File: src/rtl/carry_resolve_nbit_seq.sv
// Sequential carry resolver: takes the raw Sum/Carry vectors from a half-adder array
// and repeatedly half-adds sum and shifted carry until no carry remains, giving a+b.
module carry_resolve_nbit_seq #(
    parameter int N  = 3,
    parameter int CW = 4
) (
    input  logic          clk,
    input  logic          rst,
    input  logic          in_valid,
    output logic          in_ready,
    input  logic [N-1:0]  sum_in,
    input  logic [N-1:0]  carry_in,
    output logic          out_valid,
    input  logic          out_ready,
    output logic [N-1:0]  result,
    output logic          cout,
    output logic [CW-1:0] iter_count,
    output logic [1:0]    state_o
);

    // Handshake: a pair moves on an edge where in_valid && in_ready; a result leaves
    // on an edge where out_valid && out_ready. Data must be stable while valid is high.
    typedef enum logic [1:0] {
        IDLE = 2'd0,
        RUN  = 2'd1,
        DONE = 2'd2
    } state_t;

    state_t          state_q;
    logic [N-1:0]    s_q;
    logic [N-1:0]    c_q;
    logic            cout_q;
    logic [CW-1:0]   iter_q;
    logic            in_ready_q;
    logic            out_valid_q;
    logic [N-1:0]    g_d;

    // Generate term of the running half-add; its MSB is a carry out of the word.
    assign g_d = s_q & c_q;

    always_ff @(posedge clk) begin
        if (rst) begin
            state_q     <= IDLE;
            s_q         <= '0;
            c_q         <= '0;
            cout_q      <= 1'b0;
            iter_q      <= '0;
            in_ready_q  <= 1'b1;
            out_valid_q <= 1'b0;
        end else begin
            case (state_q)
                IDLE: begin
                    if (in_valid) begin
                        s_q        <= sum_in;
                        c_q        <= {carry_in[N-2:0], 1'b0};
                        cout_q     <= carry_in[N-1];
                        iter_q     <= '0;
                        in_ready_q <= 1'b0;
                        state_q    <= RUN;
                    end
                end
                RUN: begin
                    if (c_q == '0) begin
                        out_valid_q <= 1'b1;
                        state_q     <= DONE;
                    end else begin
                        s_q    <= s_q ^ c_q;
                        c_q    <= {g_d[N-2:0], 1'b0};
                        cout_q <= cout_q | g_d[N-1];
                        iter_q <= iter_q + {{(CW-1){1'b0}}, 1'b1};
                    end
                end
                DONE: begin
                    if (out_ready) begin
                        out_valid_q <= 1'b0;
                        in_ready_q  <= 1'b1;
                        state_q     <= IDLE;
                    end
                end
                default: begin
                    in_ready_q  <= 1'b1;
                    out_valid_q <= 1'b0;
                    state_q     <= IDLE;
                end
            endcase
        end
    end

    assign in_ready   = in_ready_q;
    assign out_valid  = out_valid_q;
    assign result     = s_q;
    assign cout       = cout_q;
    assign iter_count = iter_q;
    assign state_o    = state_q;

endmodule
File: config.mk
export PLATFORM = sky130hd
export DESIGN_NAME = carry_resolve_nbit_seq
export DESIGN_NICKNAME = d
export VERILOG_FILES = /design/src/rtl/carry_resolve_nbit_seq.sv
export SDC_FILE = /design/constraint.sdc
export NUM_CORES = 1
export LEC_CHECK = 0
export CAP_MARGIN = 20
export CORE_UTILIZATION = 40
export DETAILED_ROUTE_END_ITERATION = 7
export PLACE_DENSITY_LB_ADDON = 0.25
export RECOVER_POWER = 50
export SLEW_MARGIN = 20
export SYNTH_ARGS = -nofsm -noshare
export SYNTH_HDL_FRONTEND = slang
export SYNTH_SLANG_ARGS = --single-unit
File: constraint.sdc
create_clock -name clk -period 1.55 [get_ports clk]
set_input_delay 0.2325 -clock clk [delete_from_list [all_inputs] [get_ports clk]]
set_output_delay 0.2325 -clock clk [all_outputs]
set_load 0.01 [all_outputs]
==> results.sh, run 1 <==
export IMPL_cp_top_family="buffers and inverters"
export IMPL_whs_ns=0.482
export IMPL_dp_hpwl_microns=1060
export IMPL_post_route_min_period_ns=1.48
export IMPL_start_util_pct=42.6
export IMPL_areaGrowthSynthToFinish_pct=33.0
export IMPL_antenna_left=0
export IMPL_clock_skew_ns=0.00549
export IMPL_cts_buffers=3
export IMPL_fin_tns_setup_ns=0
export IMPL_gp_congestion=0.787
export IMPL_required_ns=1.32
export IMPL_drtIter0Drc=10
export IMPL_worstSetupStartpointType="register"
export IMPL_swShare_pct=30.9
export IMPL_cp_end_kind="primary output"
export IMPL_clkTransAtPathRegs_ns=0.09
export IMPL_path_class="register to primary output"
export IMPL_wl_per_cell_microns=12.1
export IMPL_grt_pass1_vias=540
export IMPL_syn_area_sq_um=736
export IMPL_worstSkewPairLatency_ns=0.28
export IMPL_grt_usage_pct=17.7
export IMPL_crit_arrival_ns=1.25
export IMPL_drv_cap=0
export IMPL_max_freq_mhz=674
export IMPL_cts_setup_buffers=0
export IMPL_comb_power_share_pct=29.6
export IMPL_via_count=641
export IMPL_clkPwrFrac_pct=22.9
export IMPL_regToRegEndpoint="c_q[2]"
export IMPL_synth_cells=77
export IMPL_r2r_start="state_o[0]"
export IMPL_die_h_microns=44.9
export IMPL_n_fill_cell=168
export IMPL_drive_above_1_share_pct=15.2
export IMPL_postLayoutCoreUtil_pct=56.7
export IMPL_min_delay_path_class="register to register"
export IMPL_async_flop_share_pct=0
export IMPL_p_leak_uw=0.000368
export IMPL_synth_edf_count=0
export IMPL_cts_tree="yes"
export IMPL_grt_overflow=0
export IMPL_layout_nets=114
export IMPL_setup_violations_final=0
export IMPL_wl_microns=1500
export IMPL_root_buffer="clkbuf_4"
export IMPL_antenna_found_initial=0
export IMPL_fin_area_sq_um=978
export IMPL_holdBufCountCts=0
export IMPL_io_buffers=21
export IMPL_switchingPower_uw=284
export IMPL_holdPathStages=2
export IMPL_critical_path_max_stage_delay_ns=0.56
export IMPL_die_area_sq_um=2010
export IMPL_ios=22
export IMPL_antenna_cells=0
export IMPL_drc=0
export IMPL_power_uw=919
export IMPL_path_buf_inv=1
export IMPL_cp_slowest_cell="clkdlybuf4s50_1"
export IMPL_syn_nets=90
export IMPL_firstDrtPassIters=2
export IMPL_synth_flop_cell="dfxtp_1"
export IMPL_worstPathMaxFanout=4
export IMPL_ys_types=33
export IMPL_fin_crit_sh_pct=95.8
export IMPL_grt_max_degree=15
export IMPL_synth_seq_cells=14
export IMPL_tightest_slew_ns=0.475
export IMPL_outcome="completed"
export IMPL_drt_vias_per_instance=5.17
export IMPL_maxSlewHeadroom_pct=68.2
export IMPL_clock_sinks=14
export IMPL_core_rowCount=15
export IMPL_seqPwrFrac_pct=47.5
export IMPL_syn_avg_cell_area_sq_um=9.55
export IMPL_cts_path_max_buffers=2
export IMPL_hp_start="out_valid"
export IMPL_rsz0062_at_grt="no"
export IMPL_internal_power_uw=635
export IMPL_place_area_sq_um=965
export IMPL_drv_slew=0
export IMPL_grt_pass1_wl_microns=2440
export IMPL_vdd_drop_max_mv=0.639
export IMPL_yosysSeqAreaShare_pct=38.1
export IMPL_hold_viol_final=0
export IMPL_r2r_cells=4
export IMPL_power_per_cell_area_nw_per_um2=939
export IMPL_dieWidth_microns=44.9
export IMPL_path_cells="clkdlybuf4s50_1"
export IMPL_htree_levels=1
export IMPL_worst_path_stages=1
export IMPL_hold_end="out_valid"
export IMPL_ff2ff_setup_slack_ns=0.20
export IMPL_core_area_sq_um=1730
export IMPL_yosys_warnings=0
[per-stage QoR]
| step | std cells | setup slack, ns |
|---|---|---|
| 5_1_grt | 124 | 0.0180 |
| 3_3_place_gp | 121 | 0.0702 |
| 4_1_cts | 124 | 0.00876 |
| 6_report | 124 | 0.0657 |
| 3_5_place_dp | 121 | 0.0398 |
| 2_1_floorplan | 77 | 0.414 |
[synthesized netlist by cell type (2+ instances only)]
cell	count	area (sq um)
nand2b_1	3	18.8
o21bai_1	2	15.0
o21ai_0	2	10.0
a311oi_1	2	17.5
nor2_1	4	15.0
nand2_1	8	30.0
ha_1	3	37.5
o21a_1	2	15.0
mux2i_1	2	20.0
a31oi_1	2	12.5
a21oi_1	8	40.0
a311oi_2	3	45.0
nor3_1	2	10.0
dfxtp_1	14	280
nand3b_1	2	15.0
[worst max-delay path by stage]
stage / startpoint / endpoint / slack [ns]
2_1_floorplan: state_o[0] / c_q[2] / 0.41
3_3_place_gp: in_valid / result[0] / 0.07
3_5_place_dp: in_valid / result[0] / 0.04
4_1_cts: state_o[1] / state_o[1] / 0.009
5_1_grt: state_o[1] / state_o[1] / 0.02
6_report: iter_count[2] / iter_count[2] / 0.07
[routing by layer]
metal  track usage [%]  up-vias  routed length, microns
met2              23.8       14                     663
met3              6.00        2                      68
met1              24.0      301                     759
met5                 0        -                       0
li1                  -      324                       -
met4              10.9        0                      11
[what timing repair did]
item / 4_1_cts / 5_1_grt
setup endpoints to repair: 2 / 1
hold endpoints to repair: 0 / 0
resized for setup: 2 / 1
[area by class of cell]
class | instances | area [sq um] | share of cell area, %
multi-input combinational | 58 | 410 | 41.9
tap | 25 | 31.3 | 3.20
inverter | 1 | 3.75 | 0.384
sequential | 14 | 285 | 29.2
timing repair buffer | 23 | 225 | 23.0
clock buffer | 3 | 22.5 | 2.30
[power by group through the flow]
stage | registers [uW] | clock network, uW | logic (uW)
finish | 437 | 210 | 272
global route | 443 | 238 | 300
CTS | 440 | 214 | 282
detailed placement | 447 | 0 | 280
global placement | 445 | 0 | 278
floorplan | 446 | 0 | 168
[cell usage in the layout, fill, tap and decap left out, drive strengths merged, types with 2 or more instances in the layout]
master / count
nor2: 5
clkbuf: 3
nor3b: 2
nand3b: 2
nor3: 2
o21bai: 3
o21a: 2
nor2b: 2
a21oi: 8
ha: 3
mux2i: 2
dfxtp: 14
clkdlybuf4s50: 20
a31oi: 2
buf: 2
a311oi: 5
nand2b: 3
nand2: 8
o21ai: 2
[flip-flops by register name (all words and copies together), names as in the netlist]
signal	flops
iter_count	4
state_o	2
result	3
out_valid	1
c_q	2
in_ready	1
cout	1
[cell families after synthesis]
family / count (synthesis) / share of synthesized area (%)
simple gates: 29 / 23.8
compound gates: 24 / 26.0
flops: 14 / 38.1
buf+inv: 5 / 4.25
fa+ha+maj: 3 / 5.10
mux: 2 / 2.72
Note: power is estimated with default switching activity, not from simulation.
==> run 2: changes to the inputs <==
--- a/config.mk
+++ b/config.mk
@@ -7,6 +7,7 @@
 export LEC_CHECK = 0
 export CAP_MARGIN = 20
 export CORE_UTILIZATION = 40
+export CTS_CLUSTER_DIAMETER = 200
 export DETAILED_ROUTE_END_ITERATION = 7
 export PLACE_DENSITY_LB_ADDON = 0.25
 export RECOVER_POWER = 50
==> results of run 2 <==
The final DEF is identical to that of run 1; final timing and power are the same.
==> run 3: changes to the inputs <==
==> constraint.sdc (replaced) <==
create_clock -name clk -period 1.7 [get_ports clk]
set_input_delay 0.255 -clock clk [delete_from_list [all_inputs] [get_ports clk]]
set_output_delay 0.255 -clock clk [all_outputs]
set_load 0.01 [all_outputs]
==> results.sh, run 3 (same netlist as run 1, synthesis figures left out) <==
export IMPL_antenna_cells=0
export IMPL_holdBufCountCts=0
export IMPL_die_area_sq_um=2010
export IMPL_wl_per_cell_microns=11.8
export IMPL_critical_path_max_stage_delay_ns=0.56
export IMPL_htree_levels=1
export IMPL_drive_above_1_share_pct=14.0
export IMPL_p_leak_uw=0.000373
export IMPL_most_common_layout_cells="19 x clkdlybuf4s50_1, 14 x dfxtp_1, 8 x nand2_1, 8 x a21oi_1, 5 x nor2_1"
export IMPL_path_cells="clkdlybuf4s50_1"
export IMPL_cts_resized=0
export IMPL_maxSlewHeadroom_pct=63.9
export IMPL_drv_cap=0
export IMPL_crit_start="iter_count[2]"
export IMPL_max_freq_mhz=668
export IMPL_rsz0062_at_grt="no"
export IMPL_wl_microns=1480
export IMPL_ios=22
export IMPL_swShare_pct=29.8
export IMPL_cts_tree="yes"
export IMPL_postLayoutCoreUtil_pct=57.0
export IMPL_clock_skew_ns=0.00421
export IMPL_fin_tns_setup_ns=0
export IMPL_grt_max_degree=15
export IMPL_hold_viol_final=0
export IMPL_grt_pass1_wl_microns=2460
export IMPL_grt_pass1_vias=569
export IMPL_mostFrequentLayoutCell="clkdlybuf4s50_1"
export IMPL_outcome="completed"
export IMPL_seqPwrFrac_pct=43.9
export IMPL_hp_start="out_valid"
export IMPL_fin_crit_sh_pct=88.1
export IMPL_dp_hpwl_microns=1090
export IMPL_path_class="register to primary output"
export IMPL_switchingPower_uw=266
export IMPL_vdd_drop_max_mv=0.406
export IMPL_start_util_pct=42.6
export IMPL_largest_register_ffs=4
export IMPL_via_count=646
export IMPL_io_buffers=21
export IMPL_antenna_found_initial=0
export IMPL_grt_overflow=0
export IMPL_clock_sinks=14
export IMPL_r2r_start="state_o[0]"
export IMPL_grt_usage_pct=17.0
export IMPL_grt_busiest_layer="met2"
export IMPL_worstPathMaxFanout=4
export IMPL_min_delay_path_class="register to register"
export IMPL_cp_end_kind="primary output"
export IMPL_drc=0
export IMPL_core_area_sq_um=1730
export IMPL_die_h_microns=44.9
export IMPL_areaGrowthSynthToFinish_pct=33.7
export IMPL_clkPwrFrac_pct=27.8
export IMPL_setup_violations_final=0
export IMPL_power_per_cell_area_nw_per_um2=906
export IMPL_internal_power_uw=625
export IMPL_gp_congestion=0.792
export IMPL_layout_nets=114
export IMPL_grt_use_met3_pct=3.60
export IMPL_worstSkewPairLatency_ns=0.29
export IMPL_worstSetupStartpointType="register"
export IMPL_drtIter0Drc=5
export IMPL_cts_setup_buffers=0
export IMPL_path_buf_inv=1
export IMPL_core_rowCount=15
export IMPL_dieWidth_microns=44.9
export IMPL_tightest_slew_ns=0.540
export IMPL_comb_power_share_pct=28.4
export IMPL_root_buffer="clkbuf_4"
export IMPL_cts_buffers=3
export IMPL_cp_top_family="buffers and inverters"
export IMPL_clkTransAtPathRegs_ns=0.09
export IMPL_grtUsageMet1_pct=23.4
export IMPL_grt_met2_usage_pct=24.7
export IMPL_antenna_left=0
export IMPL_drt_vias_per_instance=5.17
export IMPL_crit_arrival_ns=1.24
export IMPL_drv_slew=0
export IMPL_required_ns=1.44
export IMPL_firstDrtPassIters=4
export IMPL_post_route_min_period_ns=1.50
export IMPL_cts_path_max_buffers=2
export IMPL_cp_slowest_cell="clkdlybuf4s50_1"
==> run 3: worst paths after layout <==
check                       end  slack, ns  depth (start not counted)
setup / recovery  iter_count[2]       0.20                          1
setup reg to reg         c_q[2]       0.25                          4
hold reg to reg       out_valid       0.49                          2
hold / removal        out_valid       0.49                          2
==> run 3: final cells by class <==
cell class / instances / area (sq um)
tap: 25 / 31.3
multi-input combinational: 58 / 409
clock buffer: 4 / 36.3
inverter: 1 / 3.75
fill: 178 / 743
timing repair buffer: 23 / 223
sequential: 14 / 280
==> run 3: power by group through the flow <==
stage / registers, uW / clock network [uW] / logic (uW)
after floorplan: 407 / 0 / 153
after global placement: 398 / 0 / 262
after detailed placement: 399 / 0 / 265
after CTS: 392 / 252 / 266
after global routing: 397 / 264 / 279
final: 391 / 247 / 253
==> run 3: through the flow <==
stage               power [uW]  instances  setup WS, ns  hold slack (ns)  area (sq um)
floorplan                  560         77         0.564            0.323           736
CTS                        911        125         0.196            0.493          1000
global route               940        125        0.0897            0.513           983
finish                     891        125         0.202            0.490           983
global placement           660        121         0.179            0.462           965
detailed placement         665        121         0.153            0.477           965
==> run 3: layer usage <==
metal,vias up,share of wire (%),wire [microns]
li1,327,-,-
met1,300,50,743
met2,15,44,649
met3,4,3.6,53
met4,0,2.1,31
met5,-,0,0
